[src/rtl/mem_arbiter_pkg.sv]
// rtl/mem_arbiter_pkg.sv - shared FSM states, RV32I load/store funct3 codes and beat helpers
package mem_arbiter_pkg;

    typedef enum logic [1:0] {
        MA_IDLE  = 2'd0,
        MA_ISSUE = 2'd1,
        MA_DRAIN = 2'd2,
        MA_RESP  = 2'd3
    } ma_state_t;

    localparam logic [2:0] FUNCT3_LB  = 3'b000;
    localparam logic [2:0] FUNCT3_LH  = 3'b001;
    localparam logic [2:0] FUNCT3_LW  = 3'b010;
    localparam logic [2:0] FUNCT3_LBU = 3'b100;
    localparam logic [2:0] FUNCT3_LHU = 3'b101;
    localparam logic [2:0] FUNCT3_SB  = 3'b000;
    localparam logic [2:0] FUNCT3_SH  = 3'b001;
    localparam logic [2:0] FUNCT3_SW  = 3'b010;

    function automatic logic [2:0] beats_for(input logic [1:0] size);
        case (size)
            2'b00:   return 3'd1;
            2'b01:   return 3'd2;
            default: return 3'd4;
        endcase
    endfunction

    function automatic logic [1:0] last_beat_for(input logic [1:0] size);
        case (size)
            2'b00:   return 2'd0;
            2'b01:   return 2'd1;
            default: return 2'd3;
        endcase
    endfunction

    function automatic logic is_misaligned(input logic [1:0] size, input logic [1:0] addr_lo);
        case (size)
            2'b00:   return 1'b0;
            2'b01:   return addr_lo[0];
            2'b10:   return addr_lo != 2'b00;
            default: return 1'b1;
        endcase
    endfunction

endpackage

[src/rtl/mem_arbiter_load_ext.sv]
// rtl/mem_arbiter_load_ext.sv - merges a returning read byte into its lane and extends the result
module mem_load_ext
    import mem_arbiter_pkg::*;
(
    input  logic [31:0] i_raw,
    input  logic [7:0]  i_byte,
    input  logic [1:0]  i_lane,
    input  logic        i_lane_vld,
    input  logic [2:0]  i_beats,
    input  logic        i_unsigned,
    output logic [31:0] o_raw,
    output logic [31:0] o_data
);

    always_comb begin
        o_raw  = i_raw;
        o_data = 32'h0;
        if (i_lane_vld) begin
            o_raw[{i_lane, 3'b000} +: 8] = i_byte;
        end
        // Lanes above 8N-1 may hold stale bytes from an earlier access; extension masks them.
        case (i_beats)
            3'd1:    o_data = {{24{~i_unsigned & o_raw[7]}}, o_raw[7:0]};
            3'd2:    o_data = {{16{~i_unsigned & o_raw[15]}}, o_raw[15:0]};
            default: o_data = o_raw;
        endcase
    end

endmodule

[src/rtl/mem_arbiter.sv]
// rtl/mem_arbiter.sv - byte-serial RAM port arbiter for fetch and load/store; MEM_ARB_MISALIGN_CHK_EN enables misalignment traps
module mem_arbiter
    import mem_arbiter_pkg::*;
#(
    parameter int MEM_LAT = 1
) (
    input  logic        clk,
    input  logic        rst,
    input  logic        if_req,
    input  logic [31:0] if_addr,
    output logic [31:0] if_rdata,
    output logic        if_done,
    input  logic        d_req,
    input  logic        d_we,
    input  logic [2:0]  d_funct3,
    input  logic [31:0] d_addr,
    input  logic [31:0] d_wdata,
    output logic [31:0] d_rdata,
    output logic        d_done,
    output logic        d_err,
    output logic        stallreq_if,
    output logic        stallreq_mem,
    output logic [31:0] ram_addr,
    output logic        ram_we,
    output logic [7:0]  ram_wdata,
    input  logic [7:0]  ram_rdata
);

    ma_state_t          r_state;
    ma_state_t          w_state_nxt;
    logic               r_gnt_if;
    logic               r_we;
    logic               r_uns;
    logic [31:0]        r_base;
    logic [31:0]        r_wdata;
    logic [31:0]        r_raw;
    logic [2:0]         r_beats;
    logic [1:0]         r_klast;
    logic [1:0]         r_k;
    logic [MEM_LAT-1:0] r_vld;
    logic [1:0]         r_idx [MEM_LAT];
    logic [31:0]        r_if_rdata;
    logic [31:0]        r_d_rdata;
    logic               r_d_err;

    logic               w_issue;
    logic               w_cap_vld;
    logic [1:0]         w_cap_idx;
    logic               w_cap_last;
    logic               w_misalign;
    logic               w_enter_resp;
    logic [31:0]        w_raw_nxt;
    logic [31:0]        w_ext;

`ifdef MEM_ARB_MISALIGN_CHK_EN
    assign w_misalign = is_misaligned(d_funct3[1:0], d_addr[1:0]);
`else
    assign w_misalign = 1'b0;
`endif

    assign w_issue    = (r_state == MA_ISSUE);
    assign w_cap_vld  = r_vld[MEM_LAT-1];
    assign w_cap_idx  = r_idx[MEM_LAT-1];
    assign w_cap_last = w_cap_vld && (w_cap_idx == r_klast);

    mem_load_ext u_load_ext (
        .i_raw      (r_raw),
        .i_byte     (ram_rdata),
        .i_lane     (w_cap_idx),
        .i_lane_vld (w_cap_vld),
        .i_beats    (r_beats),
        .i_unsigned (r_uns),
        .o_raw      (w_raw_nxt),
        .o_data     (w_ext)
    );

    always_ff @(posedge clk or negedge rst) begin
        if (!rst) begin
            r_state <= MA_IDLE;
        end else begin
            r_state <= w_state_nxt;
        end
    end

    always_comb begin
        w_state_nxt = r_state;
        case (r_state)
            MA_IDLE: begin
                if (d_req) begin
                    w_state_nxt = w_misalign ? MA_RESP : MA_ISSUE;
                end else if (if_req) begin
                    w_state_nxt = MA_ISSUE;
                end
            end
            MA_ISSUE: begin
                if (r_k == r_klast) begin
                    w_state_nxt = r_we ? MA_RESP : MA_DRAIN;
                end
            end
            MA_DRAIN: begin
                if (w_cap_last) begin
                    w_state_nxt = MA_RESP;
                end
            end
            default: w_state_nxt = MA_IDLE;
        endcase
    end

    assign w_enter_resp = (w_state_nxt == MA_RESP) && (r_state != MA_RESP);

    always_ff @(posedge clk or negedge rst) begin
        if (!rst) begin
            r_gnt_if   <= 1'b0;
            r_we       <= 1'b0;
            r_uns      <= 1'b0;
            r_base     <= 32'h0;
            r_wdata    <= 32'h0;
            r_raw      <= 32'h0;
            r_beats    <= 3'd0;
            r_klast    <= 2'd0;
            r_k        <= 2'd0;
            r_vld      <= '0;
            for (int i = 0; i < MEM_LAT; i++) begin
                r_idx[i] <= 2'd0;
            end
            r_if_rdata <= 32'h0;
            r_d_rdata  <= 32'h0;
            r_d_err    <= 1'b0;
        end else begin
            r_raw    <= w_raw_nxt;
            r_vld[0] <= w_issue && !r_we;
            r_idx[0] <= r_k;
            for (int i = 1; i < MEM_LAT; i++) begin
                r_vld[i] <= r_vld[i-1];
                r_idx[i] <= r_idx[i-1];
            end

            if (r_state == MA_IDLE) begin
                r_k <= 2'd0;
                // Data wins a tie: the older instruction in the pipeline is the one in LOAD/STORE.
                if (d_req) begin
                    r_gnt_if <= 1'b0;
                    r_we     <= d_we;
                    r_uns    <= d_funct3[2];
                    r_base   <= d_addr;
                    r_wdata  <= d_wdata;
                    r_beats  <= beats_for(d_funct3[1:0]);
                    r_klast  <= last_beat_for(d_funct3[1:0]);
                end else if (if_req) begin
                    r_gnt_if <= 1'b1;
                    r_we     <= 1'b0;
                    r_uns    <= 1'b1;
                    r_base   <= if_addr;
                    r_beats  <= 3'd4;
                    r_klast  <= 2'd3;
                end
            end else if (w_issue) begin
                r_k <= r_k + 2'd1;
            end

            if (w_enter_resp) begin
                if (r_state == MA_IDLE) begin
                    r_d_rdata <= 32'h0;
                    r_d_err   <= 1'b1;
                end else if (r_gnt_if) begin
                    r_if_rdata <= w_ext;
                end else begin
                    r_d_rdata <= r_we ? 32'h0 : w_ext;
                    r_d_err   <= 1'b0;
                end
            end
        end
    end

    assign if_done      = (r_state == MA_RESP) && r_gnt_if;
    assign d_done       = (r_state == MA_RESP) && !r_gnt_if;
    assign if_rdata     = r_if_rdata;
    assign d_rdata      = r_d_rdata;
    assign d_err        = r_d_err;
    assign stallreq_if  = if_req && !if_done;
    assign stallreq_mem = d_req && !d_done;

    assign ram_addr  = w_issue ? (r_base + {30'd0, r_k}) : 32'h0;
    assign ram_we    = w_issue && r_we;
    assign ram_wdata = (w_issue && r_we) ? r_wdata[{r_k, 3'b000} +: 8] : 8'h0;

endmodule
[config.mk]
export PLATFORM = sky130hd
export DESIGN_NAME = mem_arbiter
export DESIGN_NICKNAME = d
export VERILOG_FILES = /design/src/rtl/mem_arbiter_pkg.sv /design/src/rtl/mem_arbiter_load_ext.sv /design/src/rtl/mem_arbiter.sv
export SDC_FILE = /design/constraint.sdc
export NUM_CORES = 1
export LEC_CHECK = 0
export BUFFER_PORTS_ARGS = -buffer_cell sky130_fd_sc_hd__buf_2
export CAP_MARGIN = 10
export CORE_UTILIZATION = 48
export DETAILED_ROUTE_END_ITERATION = 8
export GPL_ROUTABILITY_DRIVEN = 0
export HOLD_SLACK_MARGIN = 0.15
export PLACE_DENSITY = 0.8
export SYNTH_ARGS = -nofsm -noshare
export SYNTH_HDL_FRONTEND = slang
export SYNTH_SLANG_ARGS = --single-unit
[constraint.sdc]
create_clock -name clk -period 2.9 [get_ports clk]
set_input_delay 0.29 -clock clk [delete_from_list [all_inputs] [get_ports clk]]
set_output_delay 0.29 -clock clk [all_outputs]
set_load 0.01 [all_outputs]
==> impl_results.md <==
* H-tree depth at 4
* Cell area power density at 1039 nW/um^2
* Pre-CTS WS at 422.7 ps
* Nets at 1129
* Largest net degree at the start of global routing at 65
* Row Count at 47
* Final antenna-violating net count at 0
* Register bit total from synthesis at 175
* Drt total wl at 21.70 mm
* YS warnings at 0
* Crit path launch type: register
* R2R Path End: d_rdata[18]$_DFFE_PN0P_
* Setup Viol. Count Final at 0
* Unrepaired setup endpoints after global routing: false
* Critical path fanouts, max at 7
* Total power at 0.01113 W
* Clk buf depth at 2
* Area growth syn-to-layout at 31.01%
* I/O Pins at 222
* Vias at 6686
* Final Worst Setup Slack at 115.2 ps
* Post-synthesis cell count at 745
* Skew-Pair Late Insertion Delay at 430 ps
* Core area at 16580 sq um
* Peak VDD IR at 553.3 uV
* Clock Skews at 11.54 ps
* Drt drc at 0
* Max Slew Vio Count at 0
* Final Util at 0.6461
* Worst hold stages at 3
* Sequential Power Share at 0.390
* Chip height at 132.5 microns
* Critical path endpoint category: primary output
* Initial Utilization at 0.4931
* Top-area cell type share of the netlist area at 0.5355
* Sw Share at 0.3835
* Num CTS Buffers at 17
* Leakage at 5.275 nW
* Fin crit period at 2785 ps
* Crit share post-route at 0.9603
* Die ar. at 17560 sq um
* Setup TNS at 0 ps
* Comb pwr share at 0.394
* Worst hold path class: primary input to register
* Share of layout cells above drive strength 1 at 0.3229
* Arr. time, crit path at 2490 ps
* Max Clk Rate at 0.3591 GHz
* Total of max-cap violations at 0
* Post-DR wirelength/cell at 17.47 microns
* Dpl cells at 1152
* Post-Layout Cell Count at 1242
* DRT iter0 DRCs at 454
* Synth top area cells: dfrtp_1 54%, mux2_2 4.4%, mux2i_1 4.0%
* Sw power at 0.004270 W
* Overflow after GRT at 0
* Reg-to-reg slack, setup at 410 ps
* Final hold vios at 0
* Drt first pass iters at 5
* ANT cells at 0
* Worst-path clk slew at 70 ps
* Worst slew margin at 0.4449
* Internal Power at 0.006864 W
* Crit path kind: register to primary output
* Clock group share of total power at 0.216
* Syn nets at 865
* Overall track demand over capacity in global routing at 0.2544
* Depth of the most critical reg-to-reg path at 8
* First-pass GRT wire length at 34.94 mm
* Least-Margin Pin Slew at 829.5 ps
* Seq/Total Area, Yosys at 0.5355
* Critical Path RT at 2610 ps
* Reg2Reg Launch Point: r_idx[0]$_DFF_PN0_
* Clock sink count at 175
* Hold wc startpoint: d_addr[14]
* Status: complete, no violations
* Synth Area per Inst at 10.98 sq um
* DR vias/cell at 5.383
* Synth cell types at 52
* Area leader, netlist: dfrtp_1
* Hold Path Sink: r_base[14]$_DFFE_PN0P_
* Initial antenna violation count at 2
* Number of port buffers at 221
* Final HPWL DP at 14.19 mm
* Die X-Extent at 132.5 microns
* Clock root buffer: clkbuf_16
* CTS tree: built
* Cell area after synthesis at 8178 sq um
* Vias in the first global route at 6701
-- power by group through the flow --
stage | clock, W | combinational [W] | sequential [W]
finish | 0.00241 | 0.00438 | 0.00434
global route | 0.00255 | 0.00482 | 0.00448
CTS | 0.00244 | 0.00434 | 0.00432
detailed placement | 0 | 0.00427 | 0.00435
global placement | 0 | 0.00417 | 0.00430
floorplan | 0 | 0.00277 | 0.00427
-- final cells by class --
type | instances | area [sq um]
Timing Repair Buffer | 294 | 1838
Multi-Input combinational cell | 496 | 3507
Clock inverter | 14 | 181.4
Inverter | 25 | 93.84
Clock buffer | 18 | 439.2
Tap cell | 220 | 275.3
Sequential cell | 175 | 4379
Fill cell | 1273 | 5869
-- cell usage in the layout (no fill, tap or decap), types with 4 or more instances in the layout --
cell type	instances
nor3_1	6
a22o_1	19
buf_4	18
a21oi_1	23
and2_1	4
dfrtp_1	175
a22oi_1	12
nand3_1	10
mux2i_1	33
o21a_1	5
nand2b_1	8
o2bb2ai_1	33
o21ai_0	45
mux4_2	8
mux2_2	32
buf_2	220
and3_1	12
xor2_1	17
buf_12	4
xnor2_1	15
inv_1	25
ha_1	7
nor2_1	43
dlygate4sd3_1	51
or3_1	5
nor4_1	8
nand4_1	10
o21ai_1	23
nand2_1	86
clkbuf_16	17
-- sequential cells by signal, summed over array words and instances (netlist names) --
signal and cells:
r_state 2, r_raw 32, r_idx 2, r_vld 1
r_wdata 32, r_gnt_if 1, r_base 32, r_we 1
r_uns 1, if_rdata 32, r_klast 1, d_err 1
r_beats 3, d_rdata 32, r_k 2
-- metal layers --
metal | wire length (microns) | GRT usage | up-vias
met1 | 9124 | 0.3319 | 3228
met4 | 425 | 0.08174 | 2
met2 | 10780 | 0.4243 | 251
li1 | - | - | 3165
met5 | 13 | 0 | -
met3 | 1353 | 0.05364 | 40
-- kinds of logic after synthesis --
logic type | Yosys count | synth area share
multiplexers | 73 | 0.1065
adder cells (fa/ha/maj) | 8 | 0.01316
AO/OA/AOI/OAI | 172 | 0.1435
AND/OR/NAND/NOR | 211 | 0.1288
flip-flops | 175 | 0.5355
XOR/XNOR | 32 | 0.03427
buffers and inverters | 74 | 0.03825
-- how the worst max path moves through the flow --
stage | startpoint | to | slack (ps) | cells after the start
floorplan | r_k[1]$_DFFE_PN0P_ | ram_addr[31] | 690 | 6
global placement | r_idx[0]$_DFF_PN0_ | d_rdata[18]$_DFFE_PN0P_ | 510 | 8
detailed placement | r_idx[0]$_DFF_PN0_ | d_rdata[20]$_DFFE_PN0P_ | 420 | 8
finish | r_base[1]$_DFFE_PN0P_ | ram_addr[31] | 120 | 7
global route | r_base[1]$_DFFE_PN0P_ | ram_addr[31] | 8 | 7
CTS | r_base[1]$_DFFE_PN0P_ | ram_addr[31] | 40 | 7
-- synth_stat cells, drive strengths merged --
cell type	count
nand2b	8
and4bb	1
nand4	11
and3	12
o211ai	1
o21a	5
dfrtp	175
a22oi	13
xor2	17
mux2	32
xnor2	15
o21ai	69
o2111ai	1
nor3	6
o2bb2ai	34
a21oi	24
clkbuf	22
mux4	8
or3b	1
buf	27
nand2	86
nor3b	1
inv	25
and4	4
nand3	11
fa	1
mux2i	33
nor2	43
or2	1
or3	5
nor4	11
nor4b	1
o31ai	2
a22o	19
o311a	1
a21o	2
nand3b	2
nor2b	3
ha	7
and2	4
a32o	1
-- critical path, cell delays in order, from the launching register on --
cell and delay [ps]:
dfrtp_1 420, ha_1 290, a21o_1 190, nand4_4 160, or3_1 350, or3_1 370, a21oi_2 150, buf_2 140
-- metrics by stage --
stage / cell area [sq um] / hold WS (ps)
after floorplan: 8178 / -5.591
final: 10710 / 169.0
after detailed placement: 9520 / 259.7
after global placement: 9520 / 260.4
after CTS: 10650 / 150.7
after global routing: 10710 / 169.8
-- repair_timing --
item | 4_1_cts | 5_1_grt
hold buffers | 51 | 0
setup buffers | 0 | 7
hold endpoints to repair | 94 | 0
endpoints found under the setup margin | 0 | 9
gates resized for setup | 0 | 2
(Power assumes the default switching activity.)
